**src/rtl/shift_pkg.sv**
```systemverilog
// Shared types and defaults for the iterative shift unit.
package shift_pkg;

    typedef enum logic [1:0] {
        IDLE,
        BUSY,
        DONE
    } state_t;

    localparam logic DIR_LEFT  = 1'b0;
    localparam logic DIR_RIGHT = 1'b1;

    localparam int unsigned XLEN_DEF    = 32;
    localparam int unsigned SHAMT_W_DEF = 5;

endpackage

```
**src/rtl/shift_stage.sv**
```systemverilog
// One conditional power-of-two shift stage; the stage index selects 2^index.
module shift_stage
    import shift_pkg::*;
#(
    parameter int unsigned XLEN    = XLEN_DEF,
    parameter int unsigned SHAMT_W = SHAMT_W_DEF,
    parameter int unsigned IDX_W   = 3
) (
    input  logic [XLEN-1:0]  value,
    input  logic [IDX_W-1:0] index,
    input  logic             enable,
    input  logic             direct,
    input  logic             arithmetic,
    output logic [XLEN-1:0]  result
);

    logic [SHAMT_W-1:0] amt;

    always_comb begin
        amt    = SHAMT_W'(1) << index;
        result = value;
        if (enable) begin
            if (direct == DIR_LEFT) begin
                result = value << amt;
            end else if (arithmetic) begin
                result = $signed(value) >>> amt;
            end else begin
                result = value >> amt;
            end
        end
    end

endmodule

```
**src/rtl/shift_iter.sv**
```systemverilog
// Multi-cycle SLL/SRL/SRA unit: one shamt bit per clock over a valid/ready interface.
module shift_iter
    import shift_pkg::*;
#(
    parameter int unsigned XLEN    = XLEN_DEF,
    parameter int unsigned SHAMT_W = SHAMT_W_DEF
) (
    input  logic               clk_i,
    input  logic               rst_ni,
    input  logic               valid_i,
    output logic               ready_o,
    input  logic [XLEN-1:0]    value_i,
    input  logic [SHAMT_W-1:0] shamt_i,
    input  logic               direct_i,
    input  logic               arithmetic_i,
    input  logic               kill_i,
    output logic               valid_o,
    input  logic               ready_i,
    output logic [XLEN-1:0]    value_o
);

    localparam int unsigned CNT_W = (SHAMT_W > 1) ? $clog2(SHAMT_W) : 1;

    state_t             state;
    logic [CNT_W-1:0]   cnt;
    logic [SHAMT_W-1:0] shamt_q;
    logic               dir_q;
    logic               arith_q;
    logic [XLEN-1:0]    acc;
    logic [XLEN-1:0]    stage_out;

    shift_stage #(
        .XLEN    (XLEN),
        .SHAMT_W (SHAMT_W),
        .IDX_W   (CNT_W)
    ) u_stage (
        .value      (acc),
        .index      (cnt),
        .enable     (shamt_q[cnt]),
        .direct     (dir_q),
        .arithmetic (arith_q),
        .result     (stage_out)
    );

    // A kill leaves the accumulator untouched; the result is dropped by leaving DONE unvisited.
    always_ff @(posedge clk_i or negedge rst_ni) begin
        if (!rst_ni) begin
            state   <= IDLE;
            cnt     <= '0;
            shamt_q <= '0;
            dir_q   <= DIR_LEFT;
            arith_q <= 1'b0;
            acc     <= '0;
        end else if (kill_i) begin
            state <= IDLE;
            cnt   <= '0;
        end else begin
            case (state)
                IDLE: begin
                    if (valid_i) begin
                        acc     <= value_i;
                        shamt_q <= shamt_i;
                        dir_q   <= direct_i;
                        arith_q <= arithmetic_i;
                        cnt     <= '0;
                        state   <= BUSY;
                    end
                end
                BUSY: begin
                    acc <= stage_out;
                    if (cnt == CNT_W'(SHAMT_W - 1)) begin
                        cnt   <= '0;
                        state <= DONE;
                    end else begin
                        cnt <= cnt + CNT_W'(1);
                    end
                end
                DONE: begin
                    if (ready_i) begin
                        state <= IDLE;
                    end
                end
                default: state <= IDLE;
            endcase
        end
    end

    assign ready_o = (state == IDLE);
    assign valid_o = (state == DONE);
    assign value_o = acc;

endmodule

```
**config.mk**
```make
export PLATFORM = sky130hd
export DESIGN_NAME = shift_iter
export DESIGN_NICKNAME = d
export VERILOG_FILES = /design/src/rtl/shift_pkg.sv /design/src/rtl/shift_stage.sv /design/src/rtl/shift_iter.sv
export SDC_FILE = /design/constraint.sdc
export NUM_CORES = 1
export LEC_CHECK = 0
export BUFFER_PORTS_ARGS = -buffer_cell sky130_fd_sc_hd__buf_2
export CORE_UTILIZATION = 59
export DETAILED_ROUTE_END_ITERATION = 10
export PLACE_DENSITY = 0.88
export SYNTH_ARGS = -nofsm -noshare
export SYNTH_HDL_FRONTEND = slang
export SYNTH_SLANG_ARGS = --single-unit
```
**constraint.sdc**
```tcl
create_clock -name clk_i -period 3.3 [get_ports clk_i]
set_input_delay 0.66 -clock clk_i [delete_from_list [all_inputs] [get_ports clk_i]]
set_output_delay 0.66 -clock clk_i [all_outputs]
set_load 0.02 [all_outputs]
```
; ---- Yosys cells after proc, flatten, opt, wreduce, memory -nomap -nowiden
; Cells that the tools add are included.
[word_totals]
out_inout_bits = 34
ram_bits = 0
ff_bits = 44
latch_bits = 0
n_memories = 0
mem_bits_ro = 0
[op_classes]
mux = 16
n_addsub = 1
n_mul = 0
n_eq_ne = 8
order_cmp = 1
div_mod_pow = 0
shifts = 4
reduce_logical = 7
bitwise = 1
[op_table]
columns = op, count
row1 = 2-to-1 mux 32 bit, 4
row2 = case mux 32 bit (2 select lines), 1
row3 = << shifter 32 x 5 -> 32 bit, 1
row4 = right shift 32 x 5 -> 32 bit, 1
row5 = >>> shifter 32 x 5 -> 32 bit, 1
row6 = 2-to-1 mux 3 bit, 3
row7 = 2-to-1 mux 2 bit, 4
row8 = != test 3 x 2 -> 1 bit (second input constant), 2
row9 = case mux 2 bit (3 select lines), 1
row10 = case mux 3 bit (2 select lines), 1
row11 = AND reduction 3 bit, 2
row12 = << shifter 1 x 3 -> 5 bit (first input constant), 1
row13 = less-than comparator 3 x 4 -> 1 bit (second input constant), 1
row14 = AND reduction 4 bit, 1
row15 = adder 3 x 1 -> 3 bit (second input constant), 1
row16 = binary-select mux 1 bit (select 3 bit), 1
row17 = equality test 3 bit (second input constant), 1
row18 = != test 3 bit (second input constant), 1
row19 = nonzero test 3 bit, 1
row20 = equality test 2 x 1 -> 1 bit (second input constant), 1
row21 = equality test 2 bit (second input constant), 1
row22 = logical NOT 2 bit, 1
row23 = != test 2 x 1 -> 1 bit (second input constant), 1
row24 = != test 2 bit (second input constant), 1
row25 = other kinds (4), 4

; ---- Longest topological paths before layout
[depth]
depth_word = 6
ltp_mapped = 13
ltp_nobuf = 8

; ---- By module
; From an unflattened synthesis, not the netlist that was laid out.
[hier_totals]
hier_cells = 679
area_unflattened_um2 = 5497.8
[modules_own_cells]
columns = mod, area_per_inst_um2, seq_area_each_um2, n_inst, cells_per_inst
row1 = shift_stage, 3243.1, 0.0, 1, 528
row2 = shift_iter, 2254.7, 1101.1, 1, 151

; ---- Worst setup path after synthesis
; Ideal clock, no wire load.
[synth_path]
path_type = register -> register
startpoint = reg cnt[2]
endpoint = reg acc[2], in the netlist value_o[2]
arrival_time_ns = 2.585
setup_slack_ns = 0.589
path_buffers = 6
stages_incl_launch_ff = 12
required_time_ns = 3.174
setup_time_ns = 0.126
period_less_slack_ns = 2.711
path_cell_list = dfrtp_1 buf_2 buf_4 inv_1 buf_2 buf_2 ha_1 clkbuf_1 clkbuf_1 o21ai_0 o221a_2 o32a_1
[synth_between]
elab_chain_len = 6
elab_cells_between_ends = 12
[synth_lines]
columns = element, line
row1 = "start, declared", shift_iter.sv:25  ; logic [CNT_W-1:0] cnt;
row2 = "start signal, assigned", shift_iter.sv:75  ; cnt <= cnt + CNT_W'(1);
row3 = << shifter 1 x 3 -> 5 bit, shift_stage.sv:20  ; amt = SHAMT_W'(1) << index;
row4 = right shift 32 x 5 -> 32 bit or >>> shifter 32 x 5 -> 32 bit (tied branches), "shift_stage.sv:28, shift_stage.sv:26"
row5 = 2-to-1 mux 32 bit, shift_stage.sv:25  ; end else if (arithmetic) begin
row6 = 2-to-1 mux 32 bit, shift_stage.sv:23  ; if (direct == DIR_LEFT) begin
row7 = 2-to-1 mux 32 bit, shift_stage.sv:22  ; if (enable) begin
row8 = case mux 32 bit (2 select lines), shift_iter.sv:58  ; case (state)
row9 = "end signal, assigned", shift_iter.sv:61  ; acc <= value_i;
row10 = "end signal, assigned", shift_iter.sv:70  ; acc <= stage_out;
row11 = "end, declared", shift_iter.sv:29  ; logic [XLEN-1:0] acc;
; Parallel ways exist; a longest one is shown, timed or not. The select of a mux whose other input is x is not followed.
; A chain may end at the register's enable or synchronous reset.

; ---- Worst setup path in the final report
[layout_path]
startpoint = reg cnt[0]
endpoint = reg acc[31], in the netlist value_o[31]
; The elaborated chain is that of the path after synthesis.

==> reports/qor.csv <==
stage;metric;value;unit
synth;Mapped Area;6920;um2
worst_setup_path;worst r2r dst;value_o[31]$_DFFE_PN0P_;
timing;setup TNS;0;ns
power_and_ir_drop;LEAKAGE;3.17;nW
worst_setup_path;Worst Path Required;3.49;ns
final_layout;Diodes inserted;0;
timing;clk_skew;0.00537;ns
timing;worst-margin pin slew;1.07;ns
worst_setup_path;startpoint types;flop;
global_route;first-pass GRT wire length;49.6;mm
clocking;CTS tree;built;
clocking;htree depth;2;
global_route;vias in the first global route;7970;
placed_design;Port-buffer cells;77;
synth;Yosys cell types;80;
placed_design;DP HPWL;24.2;mm
worst_setup_path;r2r setup slk;0.09;ns
worst_setup_path;Setup CP Type;flop to flop;
clocking;hold-fix buffers at CTS;0;
detailed_routing;DRC Markers;0;
die;die footprint;12200;um2
global_route;initial antenna violation count;0;
clocking;Clock Latency Late Sink;0.31;ns
final_layout;multi-input combinational cell area;5200;um2
final_layout;Layout Nets;1003;
job;Max Cap Viol;0;
die;# IOs;78;
synth;synth warn;0;
worst_setup_path;CP max FO;14;
timing;max-slew violation count;0;
die;Die Y;110;um
timing;Rel. slew slack;28.5;%
detailed_routing;Via density;8.18;
detailed_routing;initial drt markers;1956;
global_route;GRT Total Usage;57.0;%
worst_setup_path;worst reg2reg path startpoint;cnt[0]$_DFFE_PN0P_;
final_layout;ratio of cells with drive above 1 in the final layout;25.1;%
final_layout;register area;1100;um2
min_path;Hold Path Class;input pin to asynchronous set/reset pin;
synth;ys async rst share;100;%
worst_setup_path;crit end category;flop;
synth;Mapped Cells;907;
synth;register bit total from synthesis;44;
global_route;GRT overflow;0;
detailed_routing;Detailed Route WL;34.4;mm
final_layout;Final Core Density;68.7;%
global_route;pin count of the biggest net entering global routing;53;
clocking;Sink Count;44;
timing;RSZ-0062 raised after global routing;no;
die;CORE AREA;11400;um2
synth;Post-synth top flop;dfrtp_1;
timing;fin crit share;97.2;%
power_and_ir_drop;VDD IR max;0.000433;V
synth;number of synthesized flops with an enable pin;0;
detailed_routing;drt pass-1 iters;8;
detailed_routing;via count;8986;
synth;Syn Nets;956;
synth;Seq/Total Area, Yosys;15.9;%
die;DIE WIDTH;110;um
placed_design;RePlAce Congestion;1.16;
outcome;status;finished, final reports clean;
clocking;CTS buffer count;5;
clocking;maximum buffer depth of the clock tree;2;
timing;FMAX;312;MHz
detailed_routing;post-route antenna net violation count;0;
die;Initial Util;60.6;%
clocking;Clock Pin Slew Worst Setup and Hold Paths;0.08;ns
synth;Mapped Avg Cell Area;7.63;um2
detailed_routing;Avg WL per Cell;31.3;um
clocking;root buffer cell;clkbuf_16;
worst_setup_path;WP data arrival;3.40;ns
die;num rows;39;
timing;Period minus WS final;3.21;ns
timing;Final Hold Vio Count;0;
worst_setup_path;cell count of the worst reg-to-reg path;8;
timing;Setup Viol. Count Final;0;
final_layout;filler cell count in the final layout;988;
power_and_ir_drop;pwr dens;644;nW/um2
final_layout;Area Overhead vs Synth;13.4;%
[synth_stat cells, types with 15 or more instances]
cell / number / area share [%]
nand2_1: 84 / 4.6
a22oi_1: 24 / 2.6
nand3_1: 27 / 2.0
nor2_1: 85 / 4.6
mux4_2: 26 / 8.5
a21oi_1: 46 / 3.3
mux2i_1: 43 / 6.2
o21ai_0: 52 / 3.8
a221oi_1: 15 / 1.9
clkbuf_1: 63 / 3.4
a211oi_1: 28 / 3.0
o22ai_1: 22 / 2.0
dfrtp_1: 44 / 16
inv_1: 16 / 0.87
a31oi_1: 16 / 1.4
buf_2: 42 / 3.0
nor3_1: 15 / 1.1
mux2_2: 23 / 3.7
[power by group]
| part | switching (mW) | internal, mW | leakage (nW) |
|---|---|---|---|
| combinational | 1.87 | 1.26 | 2.57 |
| clock | 0.274 | 0.362 | 0.0840 |
| sequential | 0.598 | 0.682 | 0.509 |
[worst max path at each step]
stage	slack [ns]	to	cells past startpoint	startpoint
after floorplan	0.59	value_o[2]$_DFFE_PN0P_	11	cnt[2]$_DFFE_PN0P_
after global placement	0.28	value_o[20]$_DFFE_PN0P_	9	cnt[0]$_DFFE_PN0P_
after global routing	0.04	value_o[6]$_DFFE_PN0P_	10	cnt[0]$_DFFE_PN0P_
after CTS	0.21	value_o[24]$_DFFE_PN0P_	9	cnt[0]$_DFFE_PN0P_
after detailed placement	0.21	value_o[24]$_DFFE_PN0P_	9	cnt[0]$_DFFE_PN0P_
final	0.09	value_o[31]$_DFFE_PN0P_	8	cnt[0]$_DFFE_PN0P_
[metal layers]
layer	global-route usage, %	vias up	share of wire, %
met2	79.1	1056	40
li1	-	3590	-
met1	72.0	4073	34
met5	0.893	-	0
met4	31.8	0	7.5
met3	26.9	267	18
[registers in the layout (all words and copies together), names as in the netlist]
register / flops
shamt_q: 5
value_o: 32
cnt: 3
state: 2
arith_q: 1
dir_q: 1
[area by class of cell]
| class | count | area share [%] |
|---|---|---|
| Clock inverter | 3 | 0.606 |
| Tap cell | 143 | 2.28 |
| Clock buffer | 5 | 1.59 |
| Timing Repair Buffer | 163 | 14.5 |
| Multi-Input combinational cell | 724 | 66.2 |
| Sequential cell | 44 | 14.0 |
| Inverter | 16 | 0.765 |
[cells by family after synthesis]
logic type | Yosys count | synth area share (%)
AO/OA/AOI/OAI | 315 | 32.1
AND/OR/NAND/NOR | 311 | 22.9
buffers and inverters | 139 | 9.33
flip-flops | 44 | 15.9
multiplexers | 93 | 18.8
adder cells (fa/ha/maj) | 5 | 0.904
[worst max-delay path, cell delays in order (launching register included)]
cell	delay, ns
dfrtp_1	0.44
inv_1	0.16
ha_1	0.71
nand3b_2	0.48
a2bb2oi_1	0.25
o2111a_1	0.21
a211oi_1	0.42
o31ai_1	0.13
mux2_2	0.28
[metrics by stage]
step	area (um2)	std cells	setup slack (ns)	hold WS, ns	power, mW
global placement	7650	1088	0.283	0.490	4.14
floorplan	6920	907	0.589	0.364	2.97
global route	7850	1098	0.0429	0.351	5.13
detailed placement	7650	1088	0.206	0.498	4.14
finish	7850	1098	0.0930	0.331	5.05
CTS	7830	1096	0.211	0.329	4.76
[layout by cell type, fill, tap and decap left out, types with 11 or more instances in the layout]
| cell | count |
|---|---|
| dfrtp_1 | 43 |
| o21ai_0 | 52 |
| nand2_1 | 84 |
| inv_1 | 16 |
| nor2_1 | 83 |
| nor3b_1 | 13 |
| nand3_1 | 27 |
| a211oi_1 | 28 |
| buf_4 | 77 |
| a22oi_1 | 24 |
| o22ai_1 | 22 |
| buf_2 | 77 |
| a221oi_1 | 15 |
| nor3_1 | 15 |
| mux2_2 | 23 |
| mux4_2 | 26 |
| a21oi_1 | 46 |
| nor2b_1 | 14 |
| nand4_1 | 11 |
| mux2i_1 | 43 |
| nand2b_1 | 13 |
| o211ai_1 | 14 |
| a31oi_1 | 16 |
[what timing repair did]
| action | CTS | global route |
|---|---|---|
| setup buffers | 0 | 2 |
| setup endpoints to repair | 0 | 3 |
| resized for setup | 0 | 2 |
Power figures use the tool's default switching activity.
